File: config.mk
export PLATFORM = sky130hd
export DESIGN_NAME = complex_sum_tree
export DESIGN_NICKNAME = d
export VERILOG_FILES = /design/src/rtl/complex_sum_tree.sv
export SDC_FILE = /design/constraint.sdc
export NUM_CORES = 1
export LEC_CHECK = 0
export ABC_AREA = 1
export CAP_MARGIN = 20
export CELL_PAD_IN_SITES_DETAIL_PLACEMENT = 0
export CELL_PAD_IN_SITES_GLOBAL_PLACEMENT = 2
export CORE_MARGIN = 2
export CORE_UTILIZATION = 36
export CTS_BUF_LIST = sky130_fd_sc_hd__clkbuf_2 sky130_fd_sc_hd__clkbuf_4 sky130_fd_sc_hd__clkbuf_8
export CTS_CLUSTER_DIAMETER = 60
export DETAILED_ROUTE_END_ITERATION = 8
export DONT_BUFFER_PORTS = 1
export PLACE_DENSITY = 0.8
export SLEW_MARGIN = 10
export SYNTH_ARGS = -nofsm -noshare
export SYNTH_HDL_FRONTEND = slang
export SYNTH_SLANG_ARGS = --single-unit
File: constraint.sdc
create_clock -name clk -period 2.1 [get_ports clk]
set_input_delay 0.315 -clock clk [delete_from_list [all_inputs] [get_ports clk]]
set_output_delay 0.315 -clock clk [all_outputs]
set_load 0.005 [all_outputs]
File: src/rtl/complex_sum_tree.sv
// complex_sum_tree: pipelined I/Q adder tree over N_CH channels.
// Full-precision tree, then saturate or wrap to W bits at the output.
module complex_sum_tree #(
  parameter int N_CH = 4,
  parameter int W    = 18
) (
  input  logic              clk,
  input  logic              rst,
  input  logic              in_valid,
  input  logic [N_CH*W-1:0] in_i,
  input  logic [N_CH*W-1:0] in_q,
  input  logic              sat_en,
  output logic              out_valid,
  output logic [W-1:0]      out_i,
  output logic [W-1:0]      out_q,
  output logic              ovf
);

  localparam int L  = $clog2(N_CH) + 1;
  localparam int S  = L - 1;
  localparam int WS = W + S;

  // Tree nodes, stage by stage: stage s starts at N_CH - (N_CH >> (s-1)).
  logic signed [WS-1:0] sum_i_d [N_CH-1];
  logic signed [WS-1:0] sum_i_q [N_CH-1];
  logic signed [WS-1:0] sum_q_d [N_CH-1];
  logic signed [WS-1:0] sum_q_q [N_CH-1];

  logic [S-1:0] v_d, v_q;
  logic [S-1:0] sat_d, sat_q;

  logic signed [WS-1:0] fin_i, fin_q;
  logic [S:0]           top_i, top_q;
  logic                 ofl_i, ofl_q;

  logic         out_valid_d, out_valid_q;
  logic [W-1:0] out_i_d, out_i_q;
  logic [W-1:0] out_q_d, out_q_q;
  logic         ovf_d, ovf_q;

  function automatic logic [W-1:0] clip(
    input logic signed [WS-1:0] x,
    input logic                 o,
    input logic                 sat
  );
    logic [W-1:0] r;
    r = x[W-1:0];
    if (o && sat)
      r = x[WS-1] ? {1'b1, {(W-1){1'b0}}} : {1'b0, {(W-1){1'b1}}};
    return r;
  endfunction

  // Adder tree: stage 1 sums input pairs, later stages sum prior-stage pairs.
  always_comb begin
    for (int n = 0; n < N_CH - 1; n++) begin
      sum_i_d[n] = sum_i_q[n];
      sum_q_d[n] = sum_q_q[n];
    end
    for (int k = 0; k < N_CH / 2; k++) begin
      sum_i_d[k] = WS'($signed(in_i[2*k*W +: W]))
                 + WS'($signed(in_i[(2*k+1)*W +: W]));
      sum_q_d[k] = WS'($signed(in_q[2*k*W +: W]))
                 + WS'($signed(in_q[(2*k+1)*W +: W]));
    end
    for (int s = 2; s <= S; s++) begin
      for (int k = 0; k < (N_CH >> s); k++) begin
        sum_i_d[N_CH - (N_CH >> (s-1)) + k] =
          sum_i_q[N_CH - (N_CH >> (s-2)) + 2*k]
          + sum_i_q[N_CH - (N_CH >> (s-2)) + 2*k + 1];
        sum_q_d[N_CH - (N_CH >> (s-1)) + k] =
          sum_q_q[N_CH - (N_CH >> (s-2)) + 2*k]
          + sum_q_q[N_CH - (N_CH >> (s-2)) + 2*k + 1];
      end
    end
  end

  // Valid and sat mode ride alongside their sample.
  always_comb begin
    v_d   = '0;
    sat_d = '0;
    v_d[0]   = in_valid;
    sat_d[0] = sat_en;
    for (int s = 1; s < S; s++) begin
      v_d[s]   = v_q[s-1];
      sat_d[s] = sat_q[s-1];
    end
  end

  // Output stage: overflow detect, then clamp or wrap; hold when idle.
  always_comb begin
    fin_i = sum_i_q[N_CH-2];
    fin_q = sum_q_q[N_CH-2];
    top_i = fin_i[WS-1:W-1];
    top_q = fin_q[WS-1:W-1];
    ofl_i = !((&top_i) || !(|top_i));
    ofl_q = !((&top_q) || !(|top_q));
    out_valid_d = v_q[S-1];
    out_i_d     = out_i_q;
    out_q_d     = out_q_q;
    ovf_d       = ovf_q;
    if (v_q[S-1]) begin
      out_i_d = clip(fin_i, ofl_i, sat_q[S-1]);
      out_q_d = clip(fin_q, ofl_q, sat_q[S-1]);
      ovf_d   = ofl_i | ofl_q;
    end
  end

  // Valid pipeline, cleared by reset so in-flight samples are dropped.
  always_ff @(posedge clk) begin
    if (rst) v_q <= '0;
    else     v_q <= v_d;
  end

  // Data pipeline needs no reset; valid gating keeps garbage out.
  always_ff @(posedge clk) begin
    sum_i_q <= sum_i_d;
    sum_q_q <= sum_q_d;
    sat_q   <= sat_d;
  end

  // Output registers.
  always_ff @(posedge clk) begin
    if (rst) begin
      out_valid_q <= 1'b0;
      out_i_q     <= '0;
      out_q_q     <= '0;
      ovf_q       <= 1'b0;
    end else begin
      out_valid_q <= out_valid_d;
      out_i_q     <= out_i_d;
      out_q_q     <= out_q_d;
      ovf_q       <= ovf_d;
    end
  end

  assign out_valid = out_valid_q;
  assign out_i     = out_i_q;
  assign out_q     = out_q_q;
  assign ovf       = ovf_q;

endmodule

==> run metrics <==
via count=9051; Max rail drop VDD=0.000386 V; Sw Share=40.9%; final period utilization=89.2%; PD cells=948 nW/um^2; boundary pin count=186; status=completed; synth-to-layout area growth=8.72%; Psw=0.00434 W; commonest non-fill, non-tap cell in the layout=nand2_1; CP Class=in2reg; die area=30000 sq um; Placer Congestion=0.884; Flop pwr share=38.4%; fraction of final layout cells sized beyond drive strength 1=4.13%; vias per inst=4.64; Distinct cells, synth=27; reg2reg path depth=10; Post-Syn Instances=1541; first-pass iteration count of the detailed router=5; RR Startpoint=sum_q_q[20]; delay-heaviest family, CP=buffers and inverters; Worst EP arrival=2230 ps; Int Pwr=0.00627 W; Die W=173 um; WHS=70.7 ps; FF-to-FF End=fin_q[16]; fmax=534 MHz; Max-slew headroom=72.3%; most frequent cells in the layout=542 x nand2_1, 200 x inv_1, 158 x dfxtp_1; Post-DP HPWL=22400 um; CTS root buffer=clkbuf_8; CP max stage delay=530 ps; Clock Pin Slew Worst Setup and Hold Paths=100 ps; first-pass GRT wire length=44600 um; initial core utilization=36.8%; RSZ-0062 raised after global routing=no; H-tree Lvls=4; Avg WL per Cell=13.6 um; site row count=61; Final Hold Vio Count=0; Post-Syn Area per Cell=6.68 sq um; CTS sink cnt=158; CTS buffer count=17; antenna violations before repair=1; Final nets=1823; drt total wl=26500 um; Initial DRC Count=402; Critical Path End=sum_q_q[36]; CTS max path bufs=2; Clock Skews=20.8 ps; core area=27900 sq um; Worst-Margin Slew=415 ps; grt total ovfl=0; CP Buf/Inv Count=3; GRT Total Usage=18.1%; crit-path max FO=4; antenna-violating nets left=0; CP Depth=12; diode count=0; die height=173 um; CP max stage cell=dlygate4sd3_1; Comb pwr share=40.1%; vias in the first global route=8956; Cell Area, Synth=10300 sq um; Critical Path Sink Type=flop; warnings from Yosys=0; min Tclk post-route=1870 ps; largest net degree at the start of global routing=36; port bufs=0; flop2flop setup slack=350 ps; P_leak=5.92 nW; fillers=3122; clk_lat worst skew=450 ps; Final Max Slew Viols=0; # Max-Cap Violations=0; syn nets=1805; power share of the clock group=21.5%; flip-flop and latch count after synthesis=158; setup TNS after final layout=0 ps; Critical Path Source=in_q[54]; drc violations=0; CP Data Required Time=2450 ps; CTS tree=yes; Seq/Total Area, Yosys=30.7%; hold path start=in_i[18]; Hold Path Class=in2reg; startpoint types=primary input; # setup viols final=0; Top cell by count, worst path=nand2_1; worst-path cell chain=dlygate4sd3_1 -> ha_2 -> inv_1 -> fa_1 -> inv_1 -> nand3_1 -> nand3_1 -> nand2_1 -> nand2_1 -> nand2_1 -> nand3_1 -> nand2_1
[synth_stat cells, drive strengths merged]
master | count | share of area [%]
fa | 6 | 1.2
or2 | 2 | 0.12
clkbuf | 6 | 0.22
nand3b | 4 | 0.29
nor3 | 12 | 0.58
o21ai | 61 | 3.0
and2 | 14 | 0.85
xnor2 | 14 | 1.2
buf | 5 | 0.53
o21bai | 4 | 0.29
nand4 | 2 | 0.12
ha | 110 | 13
nand2 | 548 | 20
a21oi | 133 | 7.2
nand3 | 106 | 5.2
nor2 | 112 | 4.1
xor2 | 40 | 3.4
o21a | 2 | 0.15
inv | 202 | 7.4
dfxtp | 158 | 31
[power groups by stage]
stage | registers (W) | logic, W | clock network, W
after floorplan | 0.00401 | 0.00331 | 0
after global placement | 0.00415 | 0.00426 | 0
after detailed placement | 0.00415 | 0.00425 | 0
after CTS | 0.00408 | 0.00429 | 0.00238
after global routing | 0.00415 | 0.00498 | 0.00251
final | 0.00407 | 0.00425 | 0.00228
[cell type report]
cell class / instances / area [sq um] / share of cell area, %
Tap cell: 378 / 473 / 4.23
Clock inverter: 15 / 168 / 1.50
Inverter: 202 / 758 / 6.78
Timing Repair Buffer: 10 / 92.6 / 0.827
Sequential cell: 158 / 3160 / 28.3
Clock buffer: 17 / 234 / 2.09
Multi-Input combinational cell: 1170 / 6300 / 56.3
[flip-flops by register name (all words and copies together), names as in the netlist]
signal     cells
sum_i_q       38
sum_q_q       38
fin_i         20
fin_q         20
out_i         18
out_q         18
sat_q          2
v_q            2
out_valid      1
ovf            1
[per-layer routing]
| layer | track usage, % | part of all wire [%] | vias up | wire [um] |
|---|---|---|---|---|
| li1 | - | - | 4932 | - |
| met1 | 27.0 | 53 | 3863 | 14100 |
| met2 | 26.3 | 39 | 233 | 10400 |
| met3 | 3.39 | 6.0 | 23 | 1590 |
| met4 | 5.44 | 1.5 | 0 | 410 |
| met5 | 0 | 0 | - | 0 |
[what timing repair did]
item / CTS / global route
resized for setup: 0 / 3
setup buffers: 0 / 0
hold endpoints to repair: 8 / 0
hold buffers: 7 / 0
setup endpoints to repair: 0 / 3
[cell families after synthesis]
kind of cell / after synthesis / share of synthesized area [%]
buffers and inverters: 213 / 8.12
AO/OA/AOI/OAI: 200 / 10.6
AND/OR/NAND/NOR: 800 / 31.4
XOR/XNOR: 54 / 4.60
adder cells (fa/ha/maj): 116 / 14.5
flip-flops: 158 / 30.7
[how the worst min path moves through the flow]
stage	depth (start not counted)	to	slack (ps)
after floorplan	0	sat_q[1]	310
after global placement	0	sat_q[1]	310
after detailed placement	0	sat_q[1]	320
after CTS	1	sum_i_q[40]	20
after global routing	1	sum_i_q[40]	40
final	1	sum_i_q[40]	70
[through the flow]
step | setup slack, ps | util [%] | cell area, sq um | instances | total power (W)
floorplan | 476 | - | 10300 | 1541 | 0.00732
global placement | 224 | 38.3 | 10700 | 1911 | 0.00841
detailed placement | 179 | 38.3 | 10700 | 1911 | 0.00840
CTS | 174 | 40.0 | 11200 | 1950 | 0.0107
global route | 13.0 | 40.1 | 11200 | 1950 | 0.0116
finish | 226 | 40.1 | 11200 | 1950 | 0.0106
No activity file was read; power rests on OpenSTA's default activity.
